File: src/rtl/sprite_pos_scheduler.sv
// Round-robin collector of player/enemy/bullet position updates into a shadow set,
// committed to the live renderer-facing outputs once per frame at the vblank rising edge.
`timescale 1ns/1ps
module sprite_pos_scheduler #(
    parameter int X_MIN     = 21,
    parameter int X_MAX     = 609,
    parameter int Y_MIN     = 21,
    parameter int Y_MAX     = 459,
    parameter int PLAYER_X0 = 320,
    parameter int PLAYER_Y0 = 440,
    parameter int ENEMY_X0  = 320,
    parameter int ENEMY_Y0  = 40
) (
    input  logic        clock,
    input  logic        reset,
    input  logic        vblank,
    input  logic [2:0]  req,
    input  logic [29:0] req_x,
    input  logic [26:0] req_y,
    output logic [2:0]  gnt,
    output logic [9:0]  player_x,
    output logic [8:0]  player_y,
    output logic [9:0]  enemy_x,
    output logic [8:0]  enemy_y,
    output logic [9:0]  bullet_x,
    output logic [8:0]  bullet_y,
    output logic        bullet_live,
    output logic        frame_commit,
    output logic [2:0]  dirty,
    output logic [7:0]  overwrite_cnt
);

    localparam logic [9:0] XMIN_C = 10'(X_MIN);
    localparam logic [9:0] XMAX_C = 10'(X_MAX);
    localparam logic [8:0] YMIN_C = 9'(Y_MIN);
    localparam logic [8:0] YMAX_C = 9'(Y_MAX);
    localparam logic [9:0] PX0_C  = 10'(PLAYER_X0);
    localparam logic [8:0] PY0_C  = 9'(PLAYER_Y0);
    localparam logic [9:0] EX0_C  = 10'(ENEMY_X0);
    localparam logic [8:0] EY0_C  = 9'(ENEMY_Y0);

    typedef enum logic [1:0] {
        ST_ACCEPT = 2'd0,
        ST_COMMIT = 2'd1,
        ST_HOLD   = 2'd2
    } state_t;

    function automatic logic [9:0] clamp_x(input logic [9:0] v);
        logic [9:0] r;
        if (v < XMIN_C) begin
            r = XMIN_C;
        end else if (v > XMAX_C) begin
            r = XMAX_C;
        end else begin
            r = v;
        end
        return r;
    endfunction

    function automatic logic [8:0] clamp_y(input logic [8:0] v);
        logic [8:0] r;
        if (v < YMIN_C) begin
            r = YMIN_C;
        end else if (v > YMAX_C) begin
            r = YMAX_C;
        end else begin
            r = v;
        end
        return r;
    endfunction

    function automatic logic on_field(input logic [9:0] x, input logic [8:0] y);
        return (x >= XMIN_C) && (x <= XMAX_C) && (y >= YMIN_C) && (y <= YMAX_C);
    endfunction

    function automatic logic [1:0] inc_mod3(input logic [1:0] v);
        return (v == 2'd2) ? 2'd0 : v + 2'd1;
    endfunction

    state_t      state_q, state_d;
    logic [1:0]  rr_ptr_q, rr_ptr_d;
    logic        vblank_prev_q;

    logic [9:0]  sh_px_q, sh_px_d, sh_ex_q, sh_ex_d, sh_bx_q, sh_bx_d;
    logic [8:0]  sh_py_q, sh_py_d, sh_ey_q, sh_ey_d, sh_by_q, sh_by_d;
    logic        sh_blive_q, sh_blive_d;

    logic [9:0]  lv_px_q, lv_px_d, lv_ex_q, lv_ex_d, lv_bx_q, lv_bx_d;
    logic [8:0]  lv_py_q, lv_py_d, lv_ey_q, lv_ey_d, lv_by_q, lv_by_d;
    logic        lv_blive_q, lv_blive_d;

    logic [2:0]  dirty_q, dirty_d;
    logic [7:0]  ovr_q, ovr_d;
    logic        commit_q, commit_d;

    logic [2:0]  gnt_s;
    logic [1:0]  gidx_s;
    logic        found_s;
    logic [1:0]  cand_s;
    logic        rise_s;

    // Round-robin search starting just after the last granted requester; no grants in COMMIT or reset.
    always_comb begin
        gnt_s   = 3'b000;
        gidx_s  = 2'd0;
        found_s = 1'b0;
        cand_s  = inc_mod3(rr_ptr_q);
        if (!reset && (state_q != ST_COMMIT)) begin
            for (int k = 0; k < 3; k++) begin
                if (!found_s && req[cand_s]) begin
                    found_s = 1'b1;
                    gidx_s  = cand_s;
                end else begin
                    found_s = found_s;
                end
                cand_s = inc_mod3(cand_s);
            end
        end else begin
            found_s = 1'b0;
        end
        if (found_s) begin
            gnt_s = 3'b001 << gidx_s;
        end else begin
            gnt_s = 3'b000;
        end
    end

    assign rise_s = vblank && !vblank_prev_q;

    // Next-state computation: shadow writes, commit copy, frame state machine.
    always_comb begin
        state_d    = state_q;
        rr_ptr_d   = rr_ptr_q;
        sh_px_d    = sh_px_q;
        sh_py_d    = sh_py_q;
        sh_ex_d    = sh_ex_q;
        sh_ey_d    = sh_ey_q;
        sh_bx_d    = sh_bx_q;
        sh_by_d    = sh_by_q;
        sh_blive_d = sh_blive_q;
        lv_px_d    = lv_px_q;
        lv_py_d    = lv_py_q;
        lv_ex_d    = lv_ex_q;
        lv_ey_d    = lv_ey_q;
        lv_bx_d    = lv_bx_q;
        lv_by_d    = lv_by_q;
        lv_blive_d = lv_blive_q;
        dirty_d    = dirty_q;
        ovr_d      = ovr_q;
        commit_d   = (state_q == ST_COMMIT);

        if (found_s) begin
            rr_ptr_d        = gidx_s;
            dirty_d[gidx_s] = 1'b1;
            if (dirty_q[gidx_s] && (ovr_q != 8'd255)) begin
                ovr_d = ovr_q + 8'd1;
            end else begin
                ovr_d = ovr_q;
            end
            case (gidx_s)
                2'd0: begin
                    sh_px_d = clamp_x(req_x[9:0]);
                    sh_py_d = clamp_y(req_y[8:0]);
                end
                2'd1: begin
                    sh_ex_d = clamp_x(req_x[19:10]);
                    sh_ey_d = clamp_y(req_y[17:9]);
                end
                2'd2: begin
                    // Bullet keeps its raw position; off-field is signalled via bullet_live.
                    sh_bx_d    = req_x[29:20];
                    sh_by_d    = req_y[26:18];
                    sh_blive_d = on_field(req_x[29:20], req_y[26:18]);
                end
                default: begin
                    sh_px_d = sh_px_q;
                end
            endcase
        end else begin
            rr_ptr_d = rr_ptr_q;
        end

        case (state_q)
            ST_ACCEPT: begin
                // A grant taken on the rising-edge cycle counts toward the commit decision.
                if (rise_s) begin
                    state_d = ((dirty_q | gnt_s) != 3'b000) ? ST_COMMIT : ST_HOLD;
                end else begin
                    state_d = ST_ACCEPT;
                end
            end
            ST_COMMIT: begin
                lv_px_d    = sh_px_q;
                lv_py_d    = sh_py_q;
                lv_ex_d    = sh_ex_q;
                lv_ey_d    = sh_ey_q;
                lv_bx_d    = sh_bx_q;
                lv_by_d    = sh_by_q;
                lv_blive_d = sh_blive_q;
                dirty_d    = 3'b000;
                state_d    = vblank ? ST_HOLD : ST_ACCEPT;
            end
            ST_HOLD: begin
                if (!vblank) begin
                    state_d = ST_ACCEPT;
                end else begin
                    state_d = ST_HOLD;
                end
            end
            default: begin
                state_d = ST_ACCEPT;
            end
        endcase
    end

    // State and data registers with synchronous reset.
    always_ff @(posedge clock) begin
        if (reset) begin
            state_q       <= ST_ACCEPT;
            rr_ptr_q      <= 2'd2;
            vblank_prev_q <= 1'b1;
            sh_px_q       <= PX0_C;
            sh_py_q       <= PY0_C;
            sh_ex_q       <= EX0_C;
            sh_ey_q       <= EY0_C;
            sh_bx_q       <= 10'd0;
            sh_by_q       <= 9'd0;
            sh_blive_q    <= 1'b0;
            lv_px_q       <= PX0_C;
            lv_py_q       <= PY0_C;
            lv_ex_q       <= EX0_C;
            lv_ey_q       <= EY0_C;
            lv_bx_q       <= 10'd0;
            lv_by_q       <= 9'd0;
            lv_blive_q    <= 1'b0;
            dirty_q       <= 3'b000;
            ovr_q         <= 8'd0;
            commit_q      <= 1'b0;
        end else begin
            state_q       <= state_d;
            rr_ptr_q      <= rr_ptr_d;
            vblank_prev_q <= vblank;
            sh_px_q       <= sh_px_d;
            sh_py_q       <= sh_py_d;
            sh_ex_q       <= sh_ex_d;
            sh_ey_q       <= sh_ey_d;
            sh_bx_q       <= sh_bx_d;
            sh_by_q       <= sh_by_d;
            sh_blive_q    <= sh_blive_d;
            lv_px_q       <= lv_px_d;
            lv_py_q       <= lv_py_d;
            lv_ex_q       <= lv_ex_d;
            lv_ey_q       <= lv_ey_d;
            lv_bx_q       <= lv_bx_d;
            lv_by_q       <= lv_by_d;
            lv_blive_q    <= lv_blive_d;
            dirty_q       <= dirty_d;
            ovr_q         <= ovr_d;
            commit_q      <= commit_d;
        end
    end

    assign gnt           = gnt_s;
    assign player_x      = lv_px_q;
    assign player_y      = lv_py_q;
    assign enemy_x       = lv_ex_q;
    assign enemy_y       = lv_ey_q;
    assign bullet_x      = lv_bx_q;
    assign bullet_y      = lv_by_q;
    assign bullet_live   = lv_blive_q;
    assign frame_commit  = commit_q;
    assign dirty         = dirty_q;
    assign overwrite_cnt = ovr_q;

endmodule

File: config.mk
export PLATFORM = sky130hd
export DESIGN_NAME = sprite_pos_scheduler
export DESIGN_NICKNAME = d
export VERILOG_FILES = /design/src/rtl/sprite_pos_scheduler.sv
export SDC_FILE = /design/constraint.sdc
export NUM_CORES = 1
export LEC_CHECK = 0
export BUFFER_PORTS_ARGS = -buffer_cell sky130_fd_sc_hd__buf_4
export CAP_MARGIN = 20
export CORE_MARGIN = 10
export CORE_UTILIZATION = 55
export DETAILED_ROUTE_END_ITERATION = 8
export GPL_TIMING_DRIVEN = 0
export HOLD_SLACK_MARGIN = 0.03
export PLACE_DENSITY = 0.82
export RECOVER_POWER = 100
export SYNTH_ARGS = -nofsm -noshare
export SYNTH_HDL_FRONTEND = slang
export SYNTH_SLANG_ARGS = --single-unit
File: constraint.sdc
create_clock -name clock -period 5.96 [get_ports clock]
set_clock_uncertainty 0.15 [all_clocks]
set_input_delay 0.894 -clock clock [delete_from_list [all_inputs] [get_ports clock]]
set_output_delay 0.894 -clock clock [all_outputs]
set_load 0.01 [all_outputs]
### Yosys cells after proc, flatten, opt, wreduce, memory -nomap -nowiden

Cells that the tools add are included.

| operators by class | value |
|---|---|
| $add $sub $neg | 4 |
| order comparisons | 17 |
| equality and inequality tests | 9 |
| shift-type cells | 1 |
| mux-type cells | 36 |
| bitwise gates (word level) | 2 |
| reduce and logical (&&, ||, !) cells | 22 |

Operator list:

| kind | number |
|---|---|
| 2-to-1 mux 10 bit | 4 |
| 2-to-1 mux 9 bit | 4 |
| greater-than comparator 10 bit, second input constant | 2 |
| < comparator 10 x 5 -> 1 bit, second input constant | 2 |
| 2-to-1 mux 2 bit | 10 |
| greater-than comparator 9 bit, second input constant | 2 |
| < comparator 9 x 5 -> 1 bit, second input constant | 2 |
| < comparator 2 x 3 -> 1 bit, second input constant | 4 |
| 2-to-1 mux 1 bit | 11 |
| == test 2 bit, second input constant | 5 |
| >= comparator 10 x 5 -> 1 bit, second input constant | 1 |
| <= comparator 10 bit, second input constant | 1 |
| >= comparator 9 x 5 -> 1 bit, second input constant | 1 |
| <= comparator 9 bit, second input constant | 1 |
| logical AND 1 bit | 9 |
| adder 8 x 1 -> 8 bit, second input constant | 1 |
| binary-select mux 1 bit (select 2 bit) | 4 |
| != test 8 bit, second input constant | 1 |
| AND reduction 2 bit | 4 |
| adder 2 x 1 -> 2 bit, second input constant | 3 |
| bitwise OR 3 bit | 2 |
| == test 2 x 1 -> 1 bit, second input constant | 2 |
| logical NOT 1 bit | 4 |
| logical NOT 2 bit | 2 |
| 8 further kinds | 9 |

| storage, ports and cells | value |
|---|---|
| register bits after elaboration | 133 |
| bits of input ports | 63 |
| output and inout bits | 73 |

### Depth between registers and ports, before layout

| logic depth | value |
|---|---|
| word-level depth | 21 |
| gate-level depth with buffers | 11 |
| gate-level depth less buffers | 7 |

### Worst setup path after synthesis

OpenSTA, ideal clock, no wires.

| path | value |
|---|---|
| path type | input to output |
| start | in req[0] |
| end | out gnt[1] |
| arrival | 1.855 ns |
| required time | 4.916 ns |
| setup slack | 3.061 ns |
| stages on the path | 7 |
| cell sequence | clkbuf_1 inv_1 a31oi_2 or2_1 buf_2 inv_2 buf_4 |

| on the way | value |
|---|---|
| word-level cells in the longest chain between the ends | 14 |

Ends and longest elaborated chain:

| what | RTL line | source |
|---|---|---|
| start: declaration | 17 | `input logic [2:0] req,` |
| binary-select mux 1 bit (select 2 bit) | 110 | `if (!found_s && req[cand_s]) begin` |
| 2-to-1 mux 1 bit (not written as such) | 110 |  |
| 2-to-1 mux 1 bit | 110 |  |
| 2-to-1 mux 1 bit | 108 | `if (!reset && (state_q != ST_COMMIT)) begin` |
| logical NOT 1 bit | 110 |  |
| logical AND 1 bit | 110 |  |
| 2-to-1 mux 1 bit | 110 |  |
| 2-to-1 mux 1 bit | 108 |  |
| logical NOT 1 bit | 110 |  |
| logical AND 1 bit | 110 |  |
| 2-to-1 mux 2 bit | 110 |  |
| 2-to-1 mux 2 bit | 108 |  |
| << shifter 1 x 2 -> 3 bit | 122 | `gnt_s = 3'b001 << gidx_s;` |
| 2-to-1 mux 3 bit * | 121 | `if (found_s) begin` |
| end: declaration | 20 | `output logic [2:0] gnt,` |

Every way passes the cells marked *; elsewhere a longest branch is shown, timed or not. The select of a mux whose other input is x is not followed.

### Worst setup path in the final report

| path | value |
|---|---|
| start | reg state_q[1] |
| end | out gnt[1] |

| on the way | value |
|---|---|
| word-level cells in the longest chain between the ends | 5 |

Ends and longest elaborated chain:

| what | RTL line | source |
|---|---|---|
| start: declaration | 80 | `state_t state_q, state_d;` |
| start signal: assignment | 240 | `state_q <= state_d;` |
| != test 2 x 1 -> 1 bit * | 108 |  |
| logical AND 1 bit * | 108 |  |
| 2-to-1 mux 2 bit | 108 |  |
| << shifter 1 x 2 -> 3 bit | 122 |  |
| 2-to-1 mux 3 bit * | 121 |  |

Every way passes the cells marked *; elsewhere a longest branch is shown, timed or not.

==> results.toml <==
[die]
core_um2 = 9240
rows = 35
die_h_um = 117
ioPinCount = 136
start_util = 0.565
die_w_um = 117
die_area_um2 = 13800

[timing]
worstMarginPinSlew_ns = 0.866
rsz0062_at_grt = "false"
setup_violations = 0
period_needed_ns = 4.05
final.setup.tns_ns = 0
period_share = 0.680
final_max_slew_viol_count = 0
hold_ws_ns = 0.288
hold_viol_final = 0
max_slew_margin = 0.423
max_freq_mhz = 247

[detailed_routing]
drt-total-wl_um = 15400
drc_errors = 0
drt_first_iter_violations = 335
vias_per_cell = 5.54
wl_per_cell_um = 17.6
drt_pass1_iterations = 5
drtAntennaViolNets = 0
vias = 4846

[finish]
layout-drive-gt1-share = 0.130
diodes = 0
final_nets = 802
syn2layout_area_growth_pct = 27.1

[run]
cap_violations = 0

[setup_path]
worstSetupEndpointType = "output pin"
crit_top_cell = "clkbuf_1"
cp_data_arrival_time_ns = 3.01
crit_start = "state_q[1]$_SDFF_PP0_"
reg2reg_to = "overwrite_cnt[3]$_SDFFE_PP0P_"
ff2ff_path_depth = 10
start_kind = "flop"
crit_path_end = "gnt[1]"
crit_chain = "inv_1 -> ha_1 -> clkbuf_1 -> or2_0 -> clkbuf_1 -> or2_1 -> clkbuf_1 -> inv_1 -> clkbuf_1 -> clkbuf_1"
r2r_start = "state_q[1]$_SDFF_PP0_"
crit_fanout = 10
cp_slowest_cell = "clkbuf_1"
path_class = "reg -> out"
cpPeakStageDelay_ns = 0.41
reg2reg_slack_ns = 3.06
required_ns = 4.92

[power]
comb_power_share = 0.088
p_switching_mw = 0.513
p_sw_frac = 0.244
power_density_nw_per_um2 = 317
peakVddDrop_mv = 0.175
p_seq_frac = 0.445
power.internal_mw = 1.59
clock_power_share = 0.467
p_leak_nw = 2.40
finalPower_mw = 2.11

[clock_network]
clk_path_buf_depth = 2
hold_buffers = 0
htree_levels = 4
root_buffer = "clkbuf_8"
clkSlewWorstSetupHoldPaths_ns = 0.06
cts_buffers = 17
clock-sinks = 133
cts-resized-gates = 0
cts_tree = "yes"
worstSkewPairLatency_ns = 0.50
post-cts-setup-buffer-count = 0

[placement]
io_buffers = 134
gp_congestion = 0.893
dp_hpwl_um = 11300

[synth]
postSynthAreaPerCell_um2 = 8.96
synth_top_family_by_area = "simple AND/OR/NAND/NOR gates"
synth_area_leaders = "dfxtp_1, mux2i_1, nand2_1, nor2_1, a21oi_1"
netlist-cell-type-count = 53
synth-compound-area-share = 0.146
synth_top_area_share = 0.510
yosys-top-cells-count = "dfxtp_1, nand2_1, nor2_1"
synth-xor-area-share = 0
synth_edf_count = 0
synth_mux_area_frac = 0.113
ys_seq_area_frac = 0.510
synthesis.nets = 649
async_flop_share = 0
synth_top_cell_by_area = "dfxtp_1"
synth_area_um2 = 5220
ys_seq_elements = 133
synth-simple-area-share = 0.181
yosys_warnings = 0
ys.flop_type = "dfxtp_1"
postSynthCellCount = 582
synth.most_common_cell = "dfxtp_1"
synthAdderAreaFrac = 0.00959

[min_path]
hp-class = "reg -> reg"
hold_depth = 1

[grt]
grt_pass1_wl_um = 24900
overflow = 0
grt_max_degree = 17
grt_antenna_before_repair = 0
grt_usage = 0.215
grt_pass1_vias = 5000

[status]
status = "completed"
## power groups by stage
stage,logic (mW),registers (mW),clock network (mW)
final,0.185,0.938,0.983
after global routing,0.203,0.940,1.03
after CTS,0.191,0.937,0.985
after detailed placement,0.189,0.956,0
after global placement,0.182,0.954,0
after floorplan,0.102,0.953,0
## layout by cell type, fill, tap and decap left out, types with 4 or more instances in the layout
master      synthesis  routed
ha_1                4       4
inv_1              15      16
clkinvlp_4          0       6
nand2_1            97      97
nor4_1              7       7
o21ai_0            23      23
mux2i_1            59      59
clkbuf_16           0      16
o21a_1              6       6
buf_4               1      60
clkbuf_1           25     108
or4_1               5       5
o311ai_0            5       5
a211oi_1           12      12
dfxtp_1           133     133
nor2_1             68      69
a21oi_1            45      45
nand3_1            16      16
## stage by stage
step	worst slack (ns)	std cells	area, um^2	util
2_1_floorplan	3.06	582	5220	-
3_3_place_gp	2.61	845	6380	0.691
3_5_place_dp	2.56	845	6380	0.691
4_1_cts	2.45	875	6950	0.752
5_1_grt	1.75	875	6630	0.718
6_report	1.91	875	6630	0.718
## worst max-delay path: cells and delay by family (launching register included)
kind	cells	cell delay (ns)
and+or+nand+nor	2	0.52
buffers and inverters	7	1.45
adders and majority gates	1	0.18
DFF	1	0.35
## layer usage
layer  track usage  up-vias  part of all wire
li1              -     2330                 -
met1         0.250     2285              0.43
met2         0.360      195              0.48
met3        0.0681       36             0.066
met4        0.0806        0             0.023
met5             0        -                 0
## cell families (layout without fill, tap and decap cells)
logic type	Yosys count	in the layout
mux	59	59
flops	133	133
fa+ha+maj	4	4
simple gates	217	217
compound gates	118	118
buf+inv	51	215
## state kept, by name (all words and copies together) (netlist names)
signal         count
sh_bx_q           10
vblank_prev_q      1
bullet_x          10
enemy_y            9
rr_ptr_q           2
sh_blive_q         1
frame_commit       1
sh_ey_q            9
sh_ex_q           10
enemy_x           10
bullet_live        1
sh_py_q            9
dirty              3
state_q            2
sh_px_q           10
bullet_y           9
sh_by_q            9
overwrite_cnt      8
player_y           9
player_x          10
## worst min-delay path by stage
stage                       endpoint                startpoint  slack, ns
5_1_grt        state_q[0]$_SDFF_PP0_  vblank_prev_q$_SDFF_PP1_       0.31
4_1_cts        state_q[0]$_SDFF_PP0_  vblank_prev_q$_SDFF_PP1_       0.28
3_3_place_gp   state_q[0]$_SDFF_PP0_  vblank_prev_q$_SDFF_PP1_       0.26
2_1_floorplan  state_q[0]$_SDFF_PP0_  vblank_prev_q$_SDFF_PP1_       0.25
3_5_place_dp   state_q[0]$_SDFF_PP0_  vblank_prev_q$_SDFF_PP1_       0.27
6_report       state_q[0]$_SDFF_PP0_  vblank_prev_q$_SDFF_PP1_       0.29
## cell type report
class	count	area, um^2
Sequential cell	133	2660
Fill cell	773	2610
Multi-Input combinational cell	398	2330
Timing Repair Buffer	134	728
Clock buffer	18	428
Tap cell	129	161
Clock inverter	12	133
Buffer	34	128
Inverter	17	63.8
No activity file was read; power rests on OpenSTA's default activity.
